==> config.mk <==
export PLATFORM = sky130hd
export DESIGN_NAME = tent_stream_decryptor_flat
export DESIGN_NICKNAME = d
export VERILOG_FILES = /design/src/rtl/tent_stream_decryptor_if.sv /design/src/rtl/tent_stream_decryptor.sv /design/src/flat_wrapper.sv
export SDC_FILE = /design/constraint.sdc
export NUM_CORES = 2
export LEC_CHECK = 0
export BUFFER_PORTS_ARGS = -buffer_cell sky130_fd_sc_hd__buf_2
export CORE_MARGIN = 1
export CORE_UTILIZATION = 50
export CTS_BUF_LIST = sky130_fd_sc_hd__clkbuf_16
export DETAILED_ROUTE_END_ITERATION = 6
export PLACE_DENSITY = 0.73
export RECOVER_POWER = 50
export SLEW_MARGIN = 20
export SYNTH_ARGS = -nofsm -noshare
export SYNTH_HDL_FRONTEND = slang
export SYNTH_SLANG_ARGS = --single-unit
==> constraint.sdc <==
create_clock -name clk -period 11.5 [get_ports clk]
set_clock_uncertainty 0.1 [all_clocks]
set_input_delay 2.3 -clock clk [delete_from_list [all_inputs] [get_ports clk]]
set_output_delay 2.3 -clock clk [all_outputs]
set_load 0.02 [all_outputs]
==> src/rtl/tent_stream_decryptor_if.sv <==
`default_nettype none
// ============================================================================
//  Module      : tent_stream_decryptor_if
//  Description : Byte-stream bundle for the tent-map decryptor. It carries the
//                encrypted input stream (valid/ready) and the decrypted output
//                stream (valid/ready/last).
//  Revision    : 1.0  initial release
// ============================================================================
interface tent_stream_decryptor_if;
    logic [7:0] in_data;
    logic       in_valid;
    logic       in_ready;
    logic [7:0] out_data;
    logic       out_valid;
    logic       out_ready;
    logic       out_last;

    // Source of encrypted bytes and sink of plaintext bytes
    modport master (
        output in_data, in_valid, out_ready,
        input  in_ready, out_data, out_valid, out_last
    );

    // Decryptor side
    modport slave (
        input  in_data, in_valid, out_ready,
        output in_ready, out_data, out_valid, out_last
    );
endinterface
`default_nettype wire

==> src/rtl/tent_stream_decryptor.sv <==
`default_nettype none
// ============================================================================
//  Module      : tent_stream_decryptor
//  Description : Regenerates the tent-map keystream from a shared seed and
//                ratio. It XORs the keystream onto encrypted pixel bytes, one
//                byte per pixel, with 1-cycle in->out latency.
//  Revision    : 1.0  initial release
// ============================================================================
module tent_stream_decryptor #(
    parameter int BURN_IN = 64,
    parameter int LEN_W   = 24
) (
    input  wire logic              clk,
    input  wire logic              reset,      // synchronous, active-low
    input  wire logic              start,
    input  wire logic [31:0]       seed,
    input  wire logic [31:0]       ratio,
    input  wire logic [LEN_W-1:0]  frame_len,
    tent_stream_decryptor_if.slave s,
    output logic                   busy,
    output logic                   done
);

    localparam int          c_BURN_W    = (BURN_IN > 1) ? $clog2(BURN_IN) : 1;
    localparam logic [c_BURN_W-1:0] c_BURN_LAST = c_BURN_W'((BURN_IN > 0) ? BURN_IN - 1 : 0);
    localparam logic [31:0] c_SEED_ALT  = 32'h9E37_79B9;  // replaces seed 0, which is a fixed point

    typedef enum logic [1:0] {
        S_IDLE   = 2'd0,
        S_WARMUP = 2'd1,
        S_RUN    = 2'd2,
        S_FLUSH  = 2'd3
    } state_t;

    state_t              state_q, state_d;
    logic [31:0]         x_q, x_d;
    logic [31:0]         ratio_q, ratio_d;
    logic [LEN_W-1:0]    pixels_left_q, pixels_left_d;
    logic [c_BURN_W-1:0] burn_cnt_q, burn_cnt_d;
    logic [7:0]          out_data_q, out_data_d;
    logic                out_valid_q, out_valid_d;
    logic                out_last_q, out_last_d;

    logic [31:0] w_opnd;
    logic [63:0] w_prod;
    logic [63:0] w_shr;
    logic [31:0] w_f;
    logic        w_in_ready;
    logic        w_accept;

    // Tent step: fold the upper half, multiply by mu, rescale Q2.30 and saturate
    always_comb begin
        w_opnd = x_q[31] ? ~x_q : x_q;
        w_prod = {32'd0, ratio_q} * {32'd0, w_opnd};
        w_shr  = w_prod >> 30;
        w_f    = (w_shr > 64'h0000_0000_FFFF_FFFF) ? 32'hFFFF_FFFF : w_shr[31:0];
    end

    // Next-state, datapath updates and handshake decisions
    always_comb begin
        state_d       = state_q;
        x_d           = x_q;
        ratio_d       = ratio_q;
        pixels_left_d = pixels_left_q;
        burn_cnt_d    = burn_cnt_q;
        out_data_d    = out_data_q;
        out_valid_d   = out_valid_q;
        out_last_d    = out_last_q;
        done          = 1'b0;

        // Stall-aware: a pending byte must drain before another is taken
        w_in_ready = (state_q == S_RUN) && (pixels_left_q != '0) &&
                     (!out_valid_q || s.out_ready);
        w_accept   = w_in_ready && s.in_valid;

        if (w_accept) begin
            out_valid_d = 1'b1;
            out_data_d  = s.in_data ^ w_f[31:24];
            out_last_d  = (pixels_left_q == LEN_W'(1));
        end else if (out_valid_q && s.out_ready) begin
            out_valid_d = 1'b0;
            out_last_d  = 1'b0;
        end

        case (state_q)
            S_IDLE: begin
                if (start) begin
                    x_d           = (seed == 32'd0) ? c_SEED_ALT : seed;
                    ratio_d       = ratio;
                    pixels_left_d = frame_len;
                    burn_cnt_d    = '0;
                    state_d       = (BURN_IN == 0) ? S_RUN : S_WARMUP;
                end
            end
            S_WARMUP: begin
                x_d = w_f;
                if (burn_cnt_q == c_BURN_LAST) begin
                    state_d = S_RUN;
                end else begin
                    burn_cnt_d = burn_cnt_q + 1'b1;
                end
            end
            S_RUN: begin
                if (w_accept) begin
                    x_d           = w_f;
                    pixels_left_d = pixels_left_q - 1'b1;
                    if (pixels_left_q == LEN_W'(1)) begin
                        state_d = S_FLUSH;
                    end
                end else if (pixels_left_q == '0) begin
                    state_d = S_FLUSH;
                end
            end
            S_FLUSH: begin
                if (!out_valid_q || s.out_ready) begin
                    done    = 1'b1;
                    state_d = S_IDLE;
                end
            end
            default: state_d = S_IDLE;
        endcase
    end

    // State and datapath registers with synchronous active-low reset
    always_ff @(posedge clk) begin
        if (!reset) begin
            state_q       <= S_IDLE;
            x_q           <= '0;
            ratio_q       <= '0;
            pixels_left_q <= '0;
            burn_cnt_q    <= '0;
            out_data_q    <= '0;
            out_valid_q   <= 1'b0;
            out_last_q    <= 1'b0;
        end else begin
            state_q       <= state_d;
            x_q           <= x_d;
            ratio_q       <= ratio_d;
            pixels_left_q <= pixels_left_d;
            burn_cnt_q    <= burn_cnt_d;
            out_data_q    <= out_data_d;
            out_valid_q   <= out_valid_d;
            out_last_q    <= out_last_d;
        end
    end

    assign s.in_ready  = w_in_ready;
    assign s.out_data  = out_data_q;
    assign s.out_valid = out_valid_q;
    assign s.out_last  = out_last_q;
    assign busy        = (state_q != S_IDLE);

endmodule
`default_nettype wire

==> src/flat_wrapper.sv <==
// flat-port wrapper written by rule: the top's interface ports become plain ports
module tent_stream_decryptor_flat 
#(
    parameter int BURN_IN = 64,
    parameter int LEN_W   = 24
)
  (clk, reset, start, seed, ratio, frame_len, busy, done, s_in_data, s_in_valid, s_out_ready, s_in_ready, s_out_data, s_out_valid, s_out_last);
  tent_stream_decryptor_if s_i ();
  input  wire logic clk;
  input  wire logic reset;
  input  wire logic start;
  input  wire logic [31:0] seed;
  input  wire logic [31:0] ratio;
  input  wire logic [LEN_W-1:0] frame_len;
  output logic busy;
  output logic done;
  input wire logic [$bits(s_i.in_data)-1:0] s_in_data;
  input wire logic [$bits(s_i.in_valid)-1:0] s_in_valid;
  input wire logic [$bits(s_i.out_ready)-1:0] s_out_ready;
  output wire logic [$bits(s_i.in_ready)-1:0] s_in_ready;
  output wire logic [$bits(s_i.out_data)-1:0] s_out_data;
  output wire logic [$bits(s_i.out_valid)-1:0] s_out_valid;
  output wire logic [$bits(s_i.out_last)-1:0] s_out_last;
  assign s_i.in_data = s_in_data;
  assign s_i.in_valid = s_in_valid;
  assign s_i.out_ready = s_out_ready;
  assign s_in_ready = s_i.in_ready;
  assign s_out_data = s_i.out_data;
  assign s_out_valid = s_i.out_valid;
  assign s_out_last = s_i.out_last;
  tent_stream_decryptor #(.BURN_IN(BURN_IN), .LEN_W(LEN_W)) u_core (.clk(clk), .reset(reset), .start(start), .seed(seed), .ratio(ratio), .frame_len(frame_len), .s(s_i), .busy(busy), .done(done));
endmodule
==> run_results.csv <==
group,metric,value,unit
status,status,"finished with violations",
status,violations,"capacitance limit, slew limit",
clocking,cts_tree,"built",
setup_path,critical_path_class,"reg -> reg",
route,detail_route.wirelength,96700,um
sta,maxSlewHeadroom,-92.5,%
sta,tightestPinTransition,2.89,ns
setup_path,cp.required,11.66,ns
logic_synthesis,adder_cell_share_of_the_synthesized_area,55.6,%
logic_synthesis,synth_top_family_by_area,"adder cells",
logic_synthesis,synth_cells,4288,
sta,final-setup-viol-count,0,
logic_synthesis,post_synth.cell_area_avg,8.82,sq um
route,dr_total_vias,28700,
setup_path,crit_path_start_kind,"flip-flop",
global_route,grt_pass1_vias,31100,
sta,timing.final.max_slew_violations,93,
logic_synthesis,synth_xor_area_share,1.46,%
route,first_pass_iters,5,
sta,final-hold-violation-count,0,
clocking,clock_insertion_delay_at_the_later_pin_of_the_skew_report,0.37,ns
logic_synthesis,synthFlopType,"dfxtp_1",
clocking,tritoncts_num_sinks,106,
floorplanning,num_io_pins,114,
route,post-route-drc-count,0,
clocking,hold_buffers,0,
floorplanning,initial_utilization,50.6,%
logic_synthesis,async_flop_share,0,%
finish,filler_cell_count,6734,
logic_synthesis,synth_enable_flop_cells,0,
floorplanning,placementRows,100,
clocking,clk_root_buffer_cell,"clkbuf_16",
placement,hpwlAfterDp,78800,um
finish,post_synthesis_to_final_layout_area_growth,5.46,%
route,detail_route.iter0.violations,1879,
clocking,clkSlewWorstSetupHoldPaths,0.09,ns
logic_synthesis,post_synth_and_or_nand_nor_area_fraction,19.4,%
sta,setup_total_negative_slack,0,ns
finish,final_layout_size_suffix_gt1_share,5.91,%
global_route,grt_antenna_before_repair,1,
setup_path,worstPathMaxFanout,32,
floorplanning,dieArea,76700,sq um
clocking,cts_resized,0,
route,drtAntennaViolNets,0,
route,detail_route.wl_per_cell,18.6,um
floorplanning,chipHeight,277,um
floorplanning,fp.coreArea,74700,sq um
placement,place.gp.congestion,0.973,
global_route,grt-ovfl-total,0,
logic_synthesis,postSynthRegisterBits,106,
logic_synthesis,synth.yosys.warnings,0,
clocking,post-cts-setup-buffers,0,
floorplanning,chipWidth,277,um
logic_synthesis,mappedNetlistNets,5549,
run,drv.max_cap_violation_count,2,
clocking,tritoncts.num_buffers,9,
global_route,grt_first_pass_wirelength,163000,um
setup_path,critPathCaptureType,"flip-flop",
setup_path,timing.critical_path.arrival,10.44,ns
logic_synthesis,post_synth_instance_area,37800,sq um
finish,num_antenna_cells,0,
sta,setup_repair_after_global_routing_missed_its_margin,"no",
sta,timing.fmax,0.0973,GHz
finish,design.final.nets,5500,
global_route,grt_use_total,26.5,%
logic_synthesis,muxShareOfSynthArea,0.132,%
logic_synthesis,synth-compound-area-share,6.61,%
global_route,grt_start_max_net_pins,56,
worst_hold_path,hold_path.class,"reg -> reg",
sta,min_period_over_period,89.4,%
clocking,htree_num_levels,3,
logic_synthesis,synth_cell_types,74,
route,via_count_normalized_by_instance_count,5.51,
clocking,clockBufferDepth,2,
placement,portBuffers,113,
logic_synthesis,ys_seq_area_share,5.61,%
sta,fin_crit,10.28,ns
## synth_stat cells, types with 18 or more instances
cell type / n / area share, %
nand3_1: 31 / 0.41
dfxtp_1: 106 / 5.6
ha_1: 294 / 9.7
a21oi_1: 132 / 1.7
and2_1: 608 / 10
a21o_1: 22 / 0.44
nand2_1: 604 / 6.0
xor2_1: 46 / 1.1
clkbuf_1: 236 / 2.3
nor2_1: 78 / 0.77
inv_1: 874 / 8.7
o221ai_1: 23 / 0.53
fa_1: 866 / 46
o21ai_0: 61 / 0.81
nand4_1: 18 / 0.30
nor3_1: 29 / 0.38
## placed cells by master, fill, tap and decap left out, types with 17 or more instances in the layout
cell,instances
a21o_1,22
a21oi_1,132
and2_1,608
buf_2,102
buf_4,74
dfxtp_1,105
fa_1,866
ha_1,294
inv_1,874
nand2_1,604
nand3_1,31
nand4_1,18
nor2_1,77
nor3_1,29
o21ai_0,60
o221ai_1,23
xnor2_1,17
xor2_2,19
## worst paths after layout
| path | end | cells after the start | startpoint | slack, ns |
|---|---|---|---|---|
| worst max-delay path | u_core.x_q[7] | 23 | u_core.x_q[31] | 1.22 |
| worst max register to register | u_core.x_q[7] | 23 | u_core.x_q[31] | 1.22 |
| worst min register to register | u_core.ratio_q[26] | 2 | u_core.ratio_q[26] | 0.36 |
| worst min-delay path | u_core.ratio_q[26] | 2 | u_core.ratio_q[26] | 0.36 |
## worst max-delay path, cell delays in order (launching register included)
cell	delay, ns
dfxtp_4	0.90
buf_4	0.47
xor2_4	0.91
and2_1	0.27
fa_1	0.42
fa_1	0.52
inv_1	0.05
fa_1	0.47
fa_1	0.52
inv_1	0.06
fa_1	0.56
fa_1	0.43
fa_1	0.52
fa_1	0.47
ha_1	0.41
nand4_1	0.16
or3_1	0.39
a31o_2	0.26
nor4b_2	0.56
o211ai_1	0.14
o211ai_1	0.21
nand4_2	0.75
o221ai_1	0.48
nand2_1	0.10
## sequential cells by signal (all words and copies together) (netlist names)
register	cells
u_core.x_q	32
u_core.s.out_valid	1
u_core.s.out_last	1
u_core.burn_cnt_q	6
u_core.s.out_data	8
u_core.state_q	2
u_core.ratio_q	32
u_core.pixels_left_q	24
## metrics by stage
step / instance area (sq um) / hold slack, ns / utilization (%) / setup slack (ns) / std cells
global route: 39900 / 0.384 / 53.4 / 0.756 / 5213
finish: 39900 / 0.356 / 53.4 / 1.22 / 5213
floorplan: 37800 / 0.330 / - / 3.26 / 4288
CTS: 39900 / 0.358 / 53.4 / 1.34 / 5213
detailed placement: 39600 / 0.347 / 53.0 / 1.38 / 5197
global placement: 39600 / 0.343 / 53.0 / 1.54 / 5197
## routing by layer
metal	track usage [%]	part of all wire (%)
met1	35.2	42
met2	46.1	50
met3	2.77	5.9
met4	6.77	2.5
met5	0	0.012
## final cells by class
cell class / count / area (sq um) / share of cell area [%]
clock buffer: 9 / 225 / 0.565
inverter: 874 / 3280 / 8.23
timing repair buffer: 189 / 1110 / 2.80
tap: 969 / 1210 / 3.04
clock inverter: 7 / 83.8 / 0.210
sequential: 106 / 2130 / 5.33
multi-input combinational: 3059 / 31800 / 79.8
## kinds of logic after synthesis
family | count (synthesis)
fa+ha+maj | 1160
simple gates | 1451
xor+xnor | 63
compound gates | 380
mux | 5
buf+inv | 1123
flops | 106
Power is left out: the tool's default activity adds up to more than one toggle a clock period on the data nets, which glitch-free logic cannot reach.
